[config.mk]
export PLATFORM = sky130hd
export DESIGN_NAME = sccb_arbiter
export DESIGN_NICKNAME = d
export VERILOG_FILES = /design/src/rtl/sccb_arbiter.sv
export SDC_FILE = /design/constraint.sdc
export NUM_CORES = 1
export LEC_CHECK = 0
export BUFFER_PORTS_ARGS = -buffer_cell sky130_fd_sc_hd__buf_2
export CAP_MARGIN = 20
export CORE_ASPECT_RATIO = 0.9
export CORE_MARGIN = 2
export CORE_UTILIZATION = 48
export DETAILED_ROUTE_END_ITERATION = 16
export GPL_TIMING_DRIVEN = 0
export HOLD_SLACK_MARGIN = 0.06
export PLACE_DENSITY = 0.91
export SYNTH_ARGS = -nofsm -noshare
export SYNTH_HDL_FRONTEND = slang
export SYNTH_SLANG_ARGS = --single-unit
[constraint.sdc]
create_clock -name s_clk_i -period 4.65 [get_ports s_clk_i]
set_clock_uncertainty 0.2 [all_clocks]
set_input_delay 0.6975 -clock s_clk_i [delete_from_list [all_inputs] [get_ports s_clk_i]]
set_output_delay 0.6975 -clock s_clk_i [all_outputs]
set_load 0.02 [all_outputs]
[src/rtl/sccb_arbiter.sv]
// -----------------------------------------------------------------------------
// sccb_arbiter
//
// Shares one SCCB master between two register-access requesters:
//   port 0 - power-up configuration sequencer
//   port 1 - runtime register access (e.g. UART-driven exposure/gain tweaks)
//
// A pending request in IDLE is granted, its payload latched onto the SCCB_*
// outputs, and the master's req/busy handshake is driven.  On completion the
// owner receives a one-cycle done pulse, read data (reads only) and an error
// flag.
//
// Parameters:
//   FAIR        1 = alternate between ports on contention, 0 = port 0 wins
//   TIMEOUT_CYC watchdog limit in s_clk_i cycles (timeout build only)
//
// Build option:
//   SCCB_ARB_TIMEOUT_EN  when defined, a 20-bit watchdog aborts a transaction
//                        that stays in ISSUE/WAIT for TIMEOUT_CYC cycles and
//                        reports it with err_o=1.  When undefined, err_o is
//                        tied low and the arbiter waits for the master
//                        indefinitely.
//
// Ports:
//   s_clk_i            system clock, rising edge
//   rst_i              asynchronous active-high reset
//   reqN_i             request from port N, held until doneN_o
//   wrN_i              1 = write, 0 = read
//   addrN_i[7:0]       OV7670 register address
//   wdataN_i[7:0]      write data
//   gntN_o             port N owns the bus (ISSUE through DONE)
//   doneN_o            one-cycle completion pulse to port N
//   rdata_o[7:0]       last read result, held until the next read completes
//   err_o              completion status, valid with doneN_o (1 = timeout)
//   sccb_req_o         request to the SCCB master
//   sccb_wr_o          latched direction
//   sccb_addr_o[7:0]   latched register address
//   sccb_wdata_o[7:0]  latched write data
//   sccb_busy_i        master is transferring
//   sccb_rdata_i[7:0]  master read result, valid when busy falls
// -----------------------------------------------------------------------------
module sccb_arbiter #(
  parameter bit          FAIR        = 1'b1,
  parameter logic [19:0] TIMEOUT_CYC = 20'd1_000_000
) (
  input  logic       s_clk_i,
  input  logic       rst_i,
  // port 0
  input  logic       req0_i,
  input  logic       wr0_i,
  input  logic [7:0] addr0_i,
  input  logic [7:0] wdata0_i,
  // port 1
  input  logic       req1_i,
  input  logic       wr1_i,
  input  logic [7:0] addr1_i,
  input  logic [7:0] wdata1_i,
  // status back to requesters
  output logic       gnt0_o,
  output logic       gnt1_o,
  output logic       done0_o,
  output logic       done1_o,
  output logic [7:0] rdata_o,
  output logic       err_o,
  // SCCB master side
  output logic       sccb_req_o,
  output logic       sccb_wr_o,
  output logic [7:0] sccb_addr_o,
  output logic [7:0] sccb_wdata_o,
  input  logic       sccb_busy_i,
  input  logic [7:0] sccb_rdata_i
);

  typedef enum logic [1:0] {
    S_IDLE  = 2'd0,
    S_ISSUE = 2'd1,
    S_WAIT  = 2'd2,
    S_DONE  = 2'd3
  } state_t;

  state_t     state_q, state_d;
  logic       owner_q, owner_d;   // port that currently owns the bus
  logic       last_q,  last_d;    // port served most recently (fairness)
  logic       wr_q,    wr_d;
  logic [7:0] addr_q,  addr_d;
  logic [7:0] wdata_q, wdata_d;
  logic [7:0] rdata_q, rdata_d;
  logic       pick_port;          // port that would win a grant this cycle
  logic       timeout_hit;        // watchdog expired this cycle

  // ---------------------------------------------------------------------------
  // Arbitration: with FAIR and both ports pending, the port not served last
  // wins; in every other case port 0 has priority over port 1.
  // ---------------------------------------------------------------------------
  always_comb begin
    if (FAIR && req0_i && req1_i) begin
      pick_port = ~last_q;
    end else begin
      pick_port = ~req0_i;
    end
  end

`ifdef SCCB_ARB_TIMEOUT_EN
  // ---------------------------------------------------------------------------
  // Watchdog: cleared while IDLE (so it starts from zero on entry to ISSUE),
  // counts every cycle spent in ISSUE and WAIT.  err_q remembers whether the
  // transaction ended by timeout so err_o can be presented during DONE.
  // ---------------------------------------------------------------------------
  logic [19:0] cnt_q, cnt_d;
  logic        err_q, err_d;

  assign timeout_hit = (cnt_q == (TIMEOUT_CYC - 20'd1));

  always_comb begin
    cnt_d = cnt_q;
    err_d = err_q;
    if (state_q == S_IDLE) begin
      cnt_d = 20'd0;
      err_d = 1'b0;
    end else if ((state_q == S_ISSUE) || (state_q == S_WAIT)) begin
      cnt_d = cnt_q + 20'd1;
      if (timeout_hit) begin
        err_d = 1'b1;
      end
    end
  end

  always_ff @(posedge s_clk_i or posedge rst_i) begin
    if (rst_i) begin
      cnt_q <= 20'd0;
      err_q <= 1'b0;
    end else begin
      cnt_q <= cnt_d;
      err_q <= err_d;
    end
  end

  assign err_o = (state_q == S_DONE) && err_q;
`else
  // No watchdog in this build: the master is trusted to finish, and
  // TIMEOUT_CYC has no effect.
  logic unused_timeout_cyc;
  assign unused_timeout_cyc = ^TIMEOUT_CYC;
  assign timeout_hit        = 1'b0;
  assign err_o              = 1'b0;
`endif

  // ---------------------------------------------------------------------------
  // Next-state logic
  // ---------------------------------------------------------------------------
  always_comb begin
    state_d = state_q;
    owner_d = owner_q;
    last_d  = last_q;
    wr_d    = wr_q;
    addr_d  = addr_q;
    wdata_d = wdata_q;
    rdata_d = rdata_q;

    case (state_q)
      S_IDLE: begin
        if (req0_i || req1_i) begin
          // Payload is captured here only; later requester changes are ignored.
          owner_d = pick_port;
          wr_d    = pick_port ? wr1_i    : wr0_i;
          addr_d  = pick_port ? addr1_i  : addr0_i;
          wdata_d = pick_port ? wdata1_i : wdata0_i;
          state_d = S_ISSUE;
        end
      end

      S_ISSUE: begin
        if (timeout_hit) begin
          state_d = S_DONE;
        end else if (sccb_busy_i) begin
          state_d = S_WAIT;
        end
      end

      S_WAIT: begin
        if (timeout_hit) begin
          state_d = S_DONE;
        end else if (!sccb_busy_i) begin
          // Writes leave the previous read result in place.
          if (!wr_q) begin
            rdata_d = sccb_rdata_i;
          end
          state_d = S_DONE;
        end
      end

      S_DONE: begin
        last_d  = owner_q;
        state_d = S_IDLE;
      end

      default: begin
        state_d = S_IDLE;
      end
    endcase
  end

  // ---------------------------------------------------------------------------
  // State registers.  last_q resets to port 1 so port 0 wins the first tie.
  // ---------------------------------------------------------------------------
  always_ff @(posedge s_clk_i or posedge rst_i) begin
    if (rst_i) begin
      state_q <= S_IDLE;
      owner_q <= 1'b0;
      last_q  <= 1'b1;
      wr_q    <= 1'b0;
      addr_q  <= 8'h00;
      wdata_q <= 8'h00;
      rdata_q <= 8'h00;
    end else begin
      state_q <= state_d;
      owner_q <= owner_d;
      last_q  <= last_d;
      wr_q    <= wr_d;
      addr_q  <= addr_d;
      wdata_q <= wdata_d;
      rdata_q <= rdata_d;
    end
  end

  // ---------------------------------------------------------------------------
  // Outputs are decoded from registered state only, so they are all low in
  // IDLE and therefore low straight out of reset.  sccb_req_o is exactly the
  // ISSUE state: it rises with the grant and drops once busy is seen or the
  // watchdog fires.
  // ---------------------------------------------------------------------------
  assign gnt0_o       = (state_q != S_IDLE) && !owner_q;
  assign gnt1_o       = (state_q != S_IDLE) &&  owner_q;
  assign done0_o      = (state_q == S_DONE) && !owner_q;
  assign done1_o      = (state_q == S_DONE) &&  owner_q;
  assign sccb_req_o   = (state_q == S_ISSUE);
  assign sccb_wr_o    = wr_q;
  assign sccb_addr_o  = addr_q;
  assign sccb_wdata_o = wdata_q;
  assign rdata_o      = rdata_q;

endmodule

# After elaboration in Yosys (flattened, before gate mapping)
# Index checks and enable logic that the tools add are counted.
[totals] inputBits=47 regBits=29 elab_cells=37 out_inout_bits=31
[op_classes] n_reduce_logical=12 n_eq_ne=6 muxes=8 bitwise_logic=4
[op_table] cell="8-bit 2-to-1 mux" n=2
[op_table] cell="2-bit one-hot mux with 4 select lines" n=1
[op_table] cell="2-bit 2-to-1 mux" n=3
[op_table] cell="3-bit AND reduction" n=2
[op_table] cell="1-bit logical AND" n=5
[op_table] cell="2-bit == test, second input constant" n=2
[op_table] cell="2-bit != test, second input constant" n=2
[op_table] cell="1-bit inverter" n=4
[op_table] cell="2-bit by 1-bit == test with 1-bit output, second input constant" n=1
[op_table] cell="2-bit zero test" n=1
[op_table] cell="1-bit 2-to-1 mux" n=2
[op_table] cell="2-bit by 1-bit != test with 1-bit output, second input constant" n=1
[op_table] cell="2-bit AND reduction" n=1
[op_table] cell="2-bit nonzero test" n=1
[op_table] cell="1-bit zero test" n=1
[op_table] cell="1-bit logical OR" n=1

# Longest topological paths before layout
# Gate-level depths: netlist of the first run.
[logic_depth] depth_word=3 ltp_mapped=8 ltp_nobuf=5

# Worst setup path before layout of the first run
# No wires, ideal clock.
[synth_timing] kind="reg-to-output" start="register state_q[0]" end="output port gnt1_o" setup_slack_ns=2.647 n_path_buf=1 stages_incl_launch_ff=5 required_ns=3.753 arrival_ns=1.105 path_cell_list="dfrtp_1 -> inv_1 -> ha_1 -> clkbuf_2 -> nor2b_1"
[synth_between] elab_chain_len=2
[synth_lines] element="start: declaration" line_no="81" rtl="state_t state_q, state_d;"
[synth_lines] element="start signal: assignment" line_no="216" rtl="state_q <= state_d;"
[synth_lines] element="2-bit nonzero test" line_no="233" rtl="assign gnt1_o = (state_q != S_IDLE) && owner_q;"
[synth_lines] element="1-bit logical AND" line_no="233"
[synth_lines] element="end: declaration" line_no="60" rtl="output logic gnt1_o,"
# No other way between the ends.

# Final worst setup path of the first run
# Same ends and word-level chain as after synthesis.

==> results.md, run 1 <==
- The run finished with clean final reports.
- The count of cells resized by post-cts repair is 0.
- The overall power is 1.321 mW.
- The TritonCTS clock tree is done.
- The total placed instance area is 0.001894 mm2.
- In the final timing run, aggregate negative setup slack is 0 ns.
- The number of buffer and inverter instances along the worst setup path is 3.
- The synthesized area divided by synthesized cell count is 10.31 um2.
- The final global-route overflow total is 0.
- The final layout contains routed wiring with a total length of 3747 um.
- The type of the worst setup path is reg -> out.
- The data required time at the worst endpoint is 3.75 ns.
- The signed area change from the synthesized netlist to the final layout is 34.79%.
- The number of optimization iterations in the first detailed-route pass is 5.
- The max-slew violation count is 0.
- The met3 usage in global routing is 6.212%.
- The startpoint identified for the worst register-to-register timing path is state_q[0].
- The placer congestion estimate is 0.7540.
- The share of synthesized area in the top cell type comes to 47.86%.
- The mapped netlist covers 0.001464 mm2.
- The prevailing post-synth register cell is sky130_fd_sc_hd__dfrtp_1.
- Of all flip-flops after synthesis, the portion carrying an async set or reset was 100.0%.
- The critical path goes through inv_1 -> ha_1 -> clkbuf_2 -> nor2b_1 -> buf_2.
- The startpoint type of the worst setup path is a register.
- The width of the die is 62.21 um.
- The DRC marker count from the first detailed-route iteration is 56.
- For this run, the number of Yosys warnings is 0.
- The starting density of the core is 52.00%.
- In this run the number of cells on the critical path is 5.
- The post-synthesis net count is 193.
- The share of synthesized area occupied by flip-flops and latches is 49.66%.
- Among all stages on the critical path, the largest delay is contributed by sky130_fd_sc_hd__dfrtp_1.
- The final instance area is 0.001973 mm2.
- The HPWL after detailed placement is 2721 um.
- The final critical path takes up 50.88% of the cycle.
- The maximum fanout along the worst path is 7.
- The path category of the worst min-delay check is in -> async.
- The worst register-to-register path has a depth of 4.
- The vias after detailed routing is 1396.
- The type of destination of the critical path is an output pin.
- The H-tree depth is 2.
- Setup violations remaining at the end of the flow were counted as 0.
- The critical path starts at state_q[0].
- Timing would allow up to 422.7 MHz.
- Counting flops with a built-in enable in the synthesized netlist gives 0.
- The number of global-route vias before repair is 1327.
- The worst supply voltage drop on vdd is 0.0003481 V.
- Counting every sink on the clock net gives 29.
- The core box area is 0.002815 mm2.
- The maximum number of pins on one net before global-route repair is 30.
- The first global-routing pass estimated 5844 um of wire.
- The largest single stage delay on the critical path is 0.41 ns.
- In the routed layout, each cell is associated on average with a via count of 5.228.
- The clock tree root driver cell is sky130_fd_sc_hd__clkbuf_4.
- After filler insertion, the fill cell instance count of the layout stands at 214.
- The CTS buffer count is 5.
- The post-CTS setup repair buffer count is 0.
- Once detail routing completed, the nets flagged for antenna violations numbered 0.
- The clock period minus final worst setup slack is 2.366 ns.
- The overall global routing resource usage is 21.13%.
- Setup repair after global routing left no endpoint under its margin.
- Input and output buffers added on the ports amount to 76.
- The top cell types in the final layout, fill and taps aside, are 78 x sky130_fd_sc_hd__buf_2, 28 x sky130_fd_sc_hd__dfrtp_1, 20 x sky130_fd_sc_hd__nor2_1.
- In the final design database the tool counted 277 nets.
- The met2 track demand over resource in global routing is 34.94%.
- The initial antenna violation count is 0.
- The biggest area consumer among synthesized cells is sky130_fd_sc_hd__dfrtp_1.
- The number of top-level design ports is 78.
- Across the run, the number of max-cap violations was 0.
- The met1 usage in global routing is 26.61%.
- The arrival time at the worst endpoint is 1.47 ns.
- The gate family responsible for the most delay along the worst path is buffers and inverters.
- The row count is 18.
- The share of final-layout standard cells stronger than drive strength 1 is 47.58%.
- After detailed routing, the number of remaining DRC violations is 0.
- Summed over all cells, the static leakage comes to 0.9638 nW.
- met2 is the most crowded layer.
- Dividing the detail-routed wire length by the instance count gives 14.03 um.
- The insertion delay of the later-clocked pin in the worst-skew pair is 0.33 ns.
- In this run the critical register-to-register path is captured at rdata_o[3].
- The number of flip-flops and latches in the synthesized netlist is 29.
- Synthesis instantiated 26 different standard cells from the library.
- In this run the power density over the cells is 669.7 mW/mm2.
- The number of hold buffers added after CTS was 0.
- The worst register-to-register path has a setup slack of 2.80 ns.
- Counting along the longest clock path gives a buffer depth of 2.
- The leading cell type in the layout, fill and taps excluded is sky130_fd_sc_hd__buf_2.
- Ranked by total cell area, the synthesized netlist is headed by sky130_fd_sc_hd__dfrtp_1 48%, sky130_fd_sc_hd__a31oi_1 7.7%, sky130_fd_sc_hd__mux2_2 6.9%.
- The number of antenna repair diodes is 0.
- The height of the die is 56.39 um.
- The floorplan step defined a die boundary enclosing 0.003508 mm2.
- The clock-pin slew on the worst setup and hold paths is 0.10 ns.
- The hold violation count in the final report came to 0.
- The timing endpoint of the critical path is gnt1_o.
- The gate count of the mapped netlist is 142.
## sequential cells by signal, indices dropped and copies added (netlist names)
signal and cells:
rdata_o 8, sccb_addr_o 8, sccb_wdata_o 8, state_q 2
last_q 1, owner_q 1, sccb_wr_o 1
## worst register-to-register path, cell delays in order (launching register included)
cell and delay [ns]:
sky130_fd_sc_hd__dfrtp_1 0.42, sky130_fd_sc_hd__inv_1 0.09, sky130_fd_sc_hd__ha_1 0.21, sky130_fd_sc_hd__nor3b_4 0.42
sky130_fd_sc_hd__mux2_2 0.39
## cell usage after synthesis (3+ instances only)
library cell and instances:
sky130_fd_sc_hd__nor2b_1 3, sky130_fd_sc_hd__ha_1 4, sky130_fd_sc_hd__mux2_2 9, sky130_fd_sc_hd__o21ai_1 5, sky130_fd_sc_hd__inv_1 4, sky130_fd_sc_hd__a21oi_1 17
sky130_fd_sc_hd__nor2_1 20, sky130_fd_sc_hd__buf_6 5, sky130_fd_sc_hd__o21ai_0 12, sky130_fd_sc_hd__a31oi_1 18, sky130_fd_sc_hd__dfrtp_1 28
## where the power goes
part / switching [mW] / internal, mW
clock network: 0.0893 / 0.0575
logic: 0.421 / 0.294
registers: 0.0756 / 0.384
## metal layers
layer	part of all wire (%)	routed length (um)	up-vias
met5	0	0	-
met4	0.93	35	0
li1	-	-	676
met2	49	1824	66
met3	7.2	268	5
met1	43	1618	649
## final cells by class
class / count / area, um2 / share of cell area [%]
Buffer: 11 / 90.09 / 4.566
Clock buffer: 6 / 41.29 / 2.093
Clock inverter: 2 / 10.01 / 0.5073
Inverter: 4 / 15.01 / 0.7609
Multi-Input combinational cell: 98 / 631.9 / 32.02
Sequential cell: 29 / 726.9 / 36.84
Tap cell: 40 / 50.05 / 2.536
Timing Repair Buffer: 77 / 407.9 / 20.67
## stage by stage
| step | hold slack [ns] | cells | utilization (%) | setup WS, ns |
|---|---|---|---|---|
| 4_1_cts | 0.3106 | 266 | 69.11 | 2.268 |
| 3_5_place_dp | 0.2902 | 258 | 67.29 | 2.630 |
| 3_3_place_gp | 0.2839 | 258 | 67.29 | 2.653 |
| 6_report | 0.1042 | 267 | 70.09 | 2.284 |
| 5_1_grt | 0.1071 | 267 | 70.09 | 2.168 |
| 2_1_floorplan | 0.3116 | 142 | - | 2.647 |
## logic make-up (layout without fill, tap and decap cells)
group                    count (synthesis)  in the layout  synth area share, %
flip-flops                              29             29                49.66
adder cells (fa/ha/maj)                  4              4                3.419
buffers and inverters                   15            100                7.178
other                                    1              1               0.2562
multiplexers                            10             10                7.692
AND/OR/NAND/NOR                         27             27                9.146
AO/OA/AOI/OAI                           56             56                22.65
## worst min-delay path by stage
stage | to | slack (ns)
after CTS | rdata_o[1] | 0.31
after detailed placement | rdata_o[1] | 0.29
after floorplan | state_q[1] | 0.31
after global placement | rdata_o[6] | 0.28
final | sccb_wr_o | 0.10
after global routing | rdata_o[0] | 0.11
Note: power is estimated with default switching activity, not from simulation.
==> run 2: changes to the inputs <==
Settings changed: CORE_UTILIZATION 48 to 44, PLACE_DENSITY 0.91 to 0.85.
Clock period 4.65 ns to 2.2 ns, I/O delays scaled along.
==> run 2 against run 1 <==
  * Core utilization shrank 4.2 points
  * Critical path depth is the same
  * Setup slack got worse by 2.0 ns
  * Wire length is 1.7% higher
  * Via count is 2.7% higher
  * Die area up 8.5%
  * Non-clock buffer count rose by 1
  * Cell count up 1.1%
  * Flip-flop and latch count did not move
  * Sequential power is 110% higher
  * Global-route usage is 0.22 points higher
  * Hold slack got worse by 0.018 ns
  * Largest power group unchanged
==> results.md, run 2 (same netlist as run 1, synthesis figures left out) <==
- Adding up every negative setup slack in the final design gives 0 ns.
- The leakage power of the design is 0.9945 nW.
- Across the VDD grid, the largest voltage drop is 0.0008491 V.
- Counting tap cells, the placed design contains a total of 260 instances.
- The number of antenna repair diodes is 0.
- Across the run, the number of max-cap violations was 0.
- The number of optimization iterations in the first detailed-route pass is 4.
- At the end of the flow the core is filled with cells to 65.85%.
- The data required time at the worst endpoint is 1.67 ns.
- The number of global-route vias before repair is 1359.
- The CTS buffer count is 5.
- The relative contribution of the clock network to total power is 18.4%.
- Traced cell by cell, the critical path runs through inv_1 -> ha_1 -> clkbuf_2 -> nor2b_1 -> buf_2.
- The die is 58.72 um tall.
- For this design the total switching power over the nets is 1.251 mW.
- Timing analysis after detailed placement gives a worst setup slack of 0.3134 ns.
- The internal power contribution is 1.808 mW.
- Clock-pin slew was measured on the worst setup and hold paths at 0.06 ns.
- The initial antenna violation count was 0.
- The hold violation count in the final report came to 0.
- The wire length per cell after detailed routing is 14.11 um.
- The switching part of the total power is 40.90%.
- The library cells used most frequently in the layout, excluding fill and tap cells, are 78 x sky130_fd_sc_hd__buf_2, 28 x sky130_fd_sc_hd__dfrtp_1, 20 x sky130_fd_sc_hd__nor2_1.
- For this configuration, the core starts out at a cell density of 47.01%.
- The leading cell type in the layout, fill and taps excluded is sky130_fd_sc_hd__buf_2.
- The H-tree depth is 2.
- After layout, the worst path uses 88.26% of the clock period.
- The routed layout has 1434 vias.
- Summed over all layers, the global routing overflow is 0.
- The remaining antenna violation count after routing is 0.
- Compared with the post-synthesis result, the final layout area differs by 40.09%.
- The worst setup margin is 0.2583 ns.
- For this run, the top clock speed supported by timing is 515.0 MHz.
- The HPWL reported at the end of detailed placement is 2742 um.
- The count of cells resized by post-cts repair is 0.
- The type of destination of the critical path is an output pin.
- The sink count of the clock tree is 29.
- Setup repair after global routing left no endpoint under its margin.
- The max-slew violation count is 0.
- The maximum count of clock buffers along a single path is 2.
- The flop-to-flop setup slack is 0.35 ns.
- The share of final-layout standard cells stronger than drive strength 1 is 47.37%.
- Summing all non-filler instances in the final layout gives an area of 0.002051 mm2.
- The cell with the largest stage delay on the worst path is sky130_fd_sc_hd__dfrtp_1.
- 78 I/O pins were placed.
- The worst setup path is launched from a register.
- The insertion delay of the later-clocked pin in the worst-skew pair is 0.28 ns.
- The overall global routing resource usage is 21.35%.
- The count of cells in the finished layout, fillers not included, comes to 270.
- The per-cell via count in the routed design is 5.311.
- The row count is 19.
- The worst hold path belongs to the class in -> reg.
- The count of buffers added on input and output ports is 76.
- The clock period minus final worst setup slack is 1.942 ns.
- The critical path in this run is classified as reg -> out.
- The power density normalized to cell area is 1492 mW/mm2.
- Along the worst path, the maximum fanout reaches 7.
- The total number of nets in the final design is 278.
- The post-detailed-route DRC marker count is 0.
- The total wire length is 3811 um.
- For this run, the slowest stage of the critical path takes 0.39 ns.
- The clock tree root driver cell is sky130_fd_sc_hd__clkbuf_8.
- The core box area is 0.003114 mm2.
- TritonCTS built the clock tree.
- The maximum number of pins on one net before global-route repair is 30.
- The congestion estimate from routability-driven global placement came to 0.7535.
- Data arrives at the worst endpoint at 1.41 ns.
- Once placement finished, the instance area stood at 0.001897 mm2.
- The die area is 0.003805 mm2.
- The share of total power dissipated in combinational logic is 49.9%.
- The DRC marker count from the first detailed-route iteration is 122.
- The flow ran to the end, and the final reports show no timing, DRC or antenna violations.
- The proportion of power drawn by flip-flops and latches is 31.7%.
- The first global-routing pass estimated 6113 um of wire.
- Setup violations remaining at the end of the flow were counted as 0.
- The width of the die is 64.80 um.
-- run 2: cell types whose count changed in the layout (fill, tap and decap cells not counted) --
cell | before | now
sky130_fd_sc_hd__clkinv_2 | 2 | 0
sky130_fd_sc_hd__clkbuf_4 | 5 | 0
sky130_fd_sc_hd__clkbuf_8 | 0 | 6
sky130_fd_sc_hd__dlygate4sd3_1 | 0 | 1
sky130_fd_sc_hd__bufinv_16 | 0 | 1
-- run 2: timing repair --
| action | CTS | global route |
|---|---|---|
| hold buffers | 0 | 1 |
| endpoints found under the hold margin | 0 | 8 |
| buffers inserted | 0 | 0 |
-- run 2: final cells by class --
type	instances	area, um2
buffer	11	90.09
tap	42	52.55
sequential	29	726.9
timing repair buffer	78	417.9
multi-input combinational	98	631.9
clock inverter	1	30.03
inverter	4	15.01
fill	267	1064
clock buffer	7	86.33
-- run 2: worst paths after layout --
kind,startpoint,end,cells past startpoint
max in group asynchronous,rst_i,last_q,4
max,state_q[0],gnt1_o,5
min in group asynchronous,rst_i,sccb_addr_o[7],3
min,sccb_rdata_i[3],rdata_o[3],2
max reg2reg,state_q[0],rdata_o[4],4
min reg2reg,rdata_o[3],rdata_o[3],1
-- run 2: layer usage --
layer	track usage [%]	up-vias	part of all wire [%]
met3	5.545	7	8.7
met4	8.815	0	1.5
met2	37.11	81	51
met5	0	-	0
li1	-	672	-
met1	25.37	674	39
-- run 2: worst max-delay path, delay by kind of cell (launching register included) --
family | cells | cell delay, ns
DFF | 1 | 0.39
adders and majority gates | 1 | 0.19
buffers and inverters | 3 | 0.42
and+or+nand+nor | 1 | 0.12
-- run 2: power groups by stage --
stage | logic [mW] | clock network, mW | registers, mW
floorplan | 0.763 | 0 | 1.26
global placement | 1.49 | 0 | 0.964
detailed placement | 1.53 | 0 | 0.975
CTS | 1.54 | 0.576 | 0.970
global route | 1.67 | 0.606 | 1.01
finish | 1.53 | 0.562 | 0.970
-- run 2: per-stage QoR --
step	hold slack, ns	power [mW]
after floorplan	0.2074	2.018
after global placement	0.2828	2.449
after detailed placement	0.2919	2.504
after CTS	0.08131	3.084
after global routing	0.08157	3.282
final	0.08615	3.059
==> run 3: changes to the inputs <==
Settings changed: PLACE_DENSITY 0.85 to 0.77.
==> run 3 against run 2 <==
  * Combinational power hardly changed
  * Wire length is 5.0% lower
  * Critical path depth stayed put
  * Setup slack better by 0.0043 ns
  * Flip-flop and latch count stayed put
  * Fmax is 0.22% higher
  * Clock power is 27% lower
  * Register-to-register slack better by 0.03 ns
  * Die area stayed put
  * Critical path type unchanged
  * Highest routed layer unchanged
==> results.md, run 3 (same netlist as run 1, synthesis figures left out) <==
- The worst relative slew slack is 65.09%.
- The initial antenna violation count is 0.
- The die area is 0.003805 mm2.
- The final setup violation count is 0.
- Setup repair after global routing left no endpoint under its margin.
- The count of buffers inserted at the top-level ports is 76.
- Compared with the post-synthesis result, the final layout area differs by 37.78%.
- The number of optimization iterations in the first detailed-route pass is 4.
- Walking the worst path, the cells encountered are inv_1 -> ha_1 -> clkbuf_2 -> nor2b_1 -> buf_2.
- After clock tree synthesis, the repair step resized 0 gates.
- In this run, the number of DRC markers left after iteration 0 of detailed routing was 59.
- The number of antenna repair diodes is 0.
- The worst setup path is of the reg -> out kind.
- The CTS buffer count is 5.
- The worst setup path is launched from a register.
- After global routing the overflow that remains totals 0.
- The first global-routing pass estimated 5678 um of wire.
- The run finished with clean final reports.
- Derived from the worst setup path, the maximum achievable clock frequency is 516.2 MHz.
- The overall global routing resource usage is 19.60%.
- The post-detailed-route DRC marker count is 0.
- The die is 64.80 um wide.
- Entering global routing, the biggest net connects 20 pins.
- The clock period minus final worst setup slack is 1.937 ns.
- In this run the clock root is driven by a sky130_fd_sc_hd__clkbuf_8.
- From bottom edge to top edge, the die measures 58.72 um.
- On the worst path, the slowest cell contributes a delay of 0.39 ns.
- The floorplan step defined a core boundary enclosing 0.003114 mm2.
- Detailed placement finished with a half-perimeter wire length of 2752 um.
- In the final routed layout, each cell accounts on average for 13.41 um.
- STA puts the critical path data required time at 1.67 ns.
- The H-tree depth is 2.
- The library cell used most frequently in the layout, excluding fill and tap cells, is sky130_fd_sc_hd__buf_2.
- The post-CTS setup repair buffer count is 0.
- The max-slew violation count is 0.
- The number of global-route vias before repair is 1258.
- The total wire length is 3622 um.
- The tool flagged a number of max-cap violations equal to 0.
- The share of final-layout standard cells stronger than drive strength 1 is 47.37%.
- The initial utilization of the core area, before any placement, comes to 47.01%.
- After detailed routing, the number of vias per cell comes to 5.148.
- The worst setup margin is 0.2626 ns.
- Clock latency on the worst-skew pair, taken at its later pin, is 0.27 ns.
- The type of destination of the critical path is an output pin.
- No sink is reached through more buffers than the 2 on the longest clock path.
- The clock-pin slew on the worst setup and hold paths is 0.06 ns.
- For this design the ratio of total power to cell area is 1435 mW/mm2.
- The design draws 2.894 mW.
- In this run the static leakage power is 0.9810 nW.
- Timing analysis after detailed placement gives a worst setup slack of 0.3658 ns.
- The detail route stage leaves a number of antenna-violating nets equal to 0.
- The arrival time at the worst endpoint is 1.41 ns.
- The vias after detailed routing is 1390.
- The sink count of the clock tree is 29.
- In this run the worst path has a maximum fanout of 7.
- Cells fill 64.77% of the core in the end.
- Leaving out fill and tap cells, the most frequent cells in the layout are 78 x sky130_fd_sc_hd__buf_2, 28 x sky130_fd_sc_hd__dfrtp_1, 20 x sky130_fd_sc_hd__nor2_1.
- The cell with the largest stage delay on the worst path is sky130_fd_sc_hd__dfrtp_1.
- The worst supply voltage drop on vdd is 0.0007339 V.
- The hold violation count in the final report is 0.
- The TritonCTS clock tree is done.
- The number of hold buffers added after CTS was 1.
- In this run the core area contains 19 standard-cell rows.
- The setup total negative slack is 0 ns.
- Routability-driven placement finished with a final weighted congestion of 0.7568.
- The number of top-level design ports is 78.
- The worst hold path belongs to the class in -> reg.
- The period utilization is 88.06%.
- The total number of nets in the final design is 278.
- The flop-to-flop setup slack is 0.38 ns.
- The slew at the pin closest to its max-slew limit is 0.5231 ns.
[run 3: per-stage QoR]
step	area, um2	instances	hold slack (ns)
after floorplan	1464	142	0.2074
after global placement	1897	260	0.2824
after detailed placement	1924	261	0.1960
after CTS	2017	270	0.07837
after global routing	2017	270	0.07444
final	2017	270	0.08435
[run 3: where the power goes]
group | switching [mW] | internal (mW) | total (mW)
Sequential | 0.158 | 0.815 | 0.973
Combinational | 0.887 | 0.624 | 1.51
Clock | 0.192 | 0.218 | 0.410
Total | 1.24 | 1.66 | 2.89
[run 3: worst paths after layout]
kind,cells past startpoint,startpoint,endpoint
worst max-delay path,5,state_q[0],gnt1_o
worst min-delay path,2,sccb_rdata_i[4],rdata_o[4]
worst max register to register,4,state_q[0],rdata_o[3]
worst min register to register,1,rdata_o[1],rdata_o[1]
max in group asynchronous,4,rst_i,sccb_wdata_o[5]
min in group asynchronous,3,rst_i,state_q[0]
[run 3: final cells by class]
| type | count | area (um2) |
|---|---|---|
| Buffer | 11 | 90.09 |
| Clock buffer | 6 | 72.57 |
| Clock inverter | 2 | 10.01 |
| Fill cell | 271 | 1097 |
| Inverter | 4 | 15.01 |
| Multi-Input combinational cell | 98 | 631.9 |
| Sequential cell | 29 | 726.9 |
| Tap cell | 42 | 52.55 |
| Timing Repair Buffer | 78 | 417.9 |
[run 3: worst max-delay path: cells and delay by family (launching register included)]
kind | cells | cell delay [ns]
flip-flops | 1 | 0.39
adder cells (fa/ha/maj) | 1 | 0.19
AND/OR/NAND/NOR | 1 | 0.13
buffers and inverters | 3 | 0.42
[run 3: routing by layer]
metal  global-route usage [%]  share of wire [%]
met1                    25.19                 42
met2                    31.52                 47
met3                    8.222                 11
met4                    3.647               0.19
met5                        0                  0
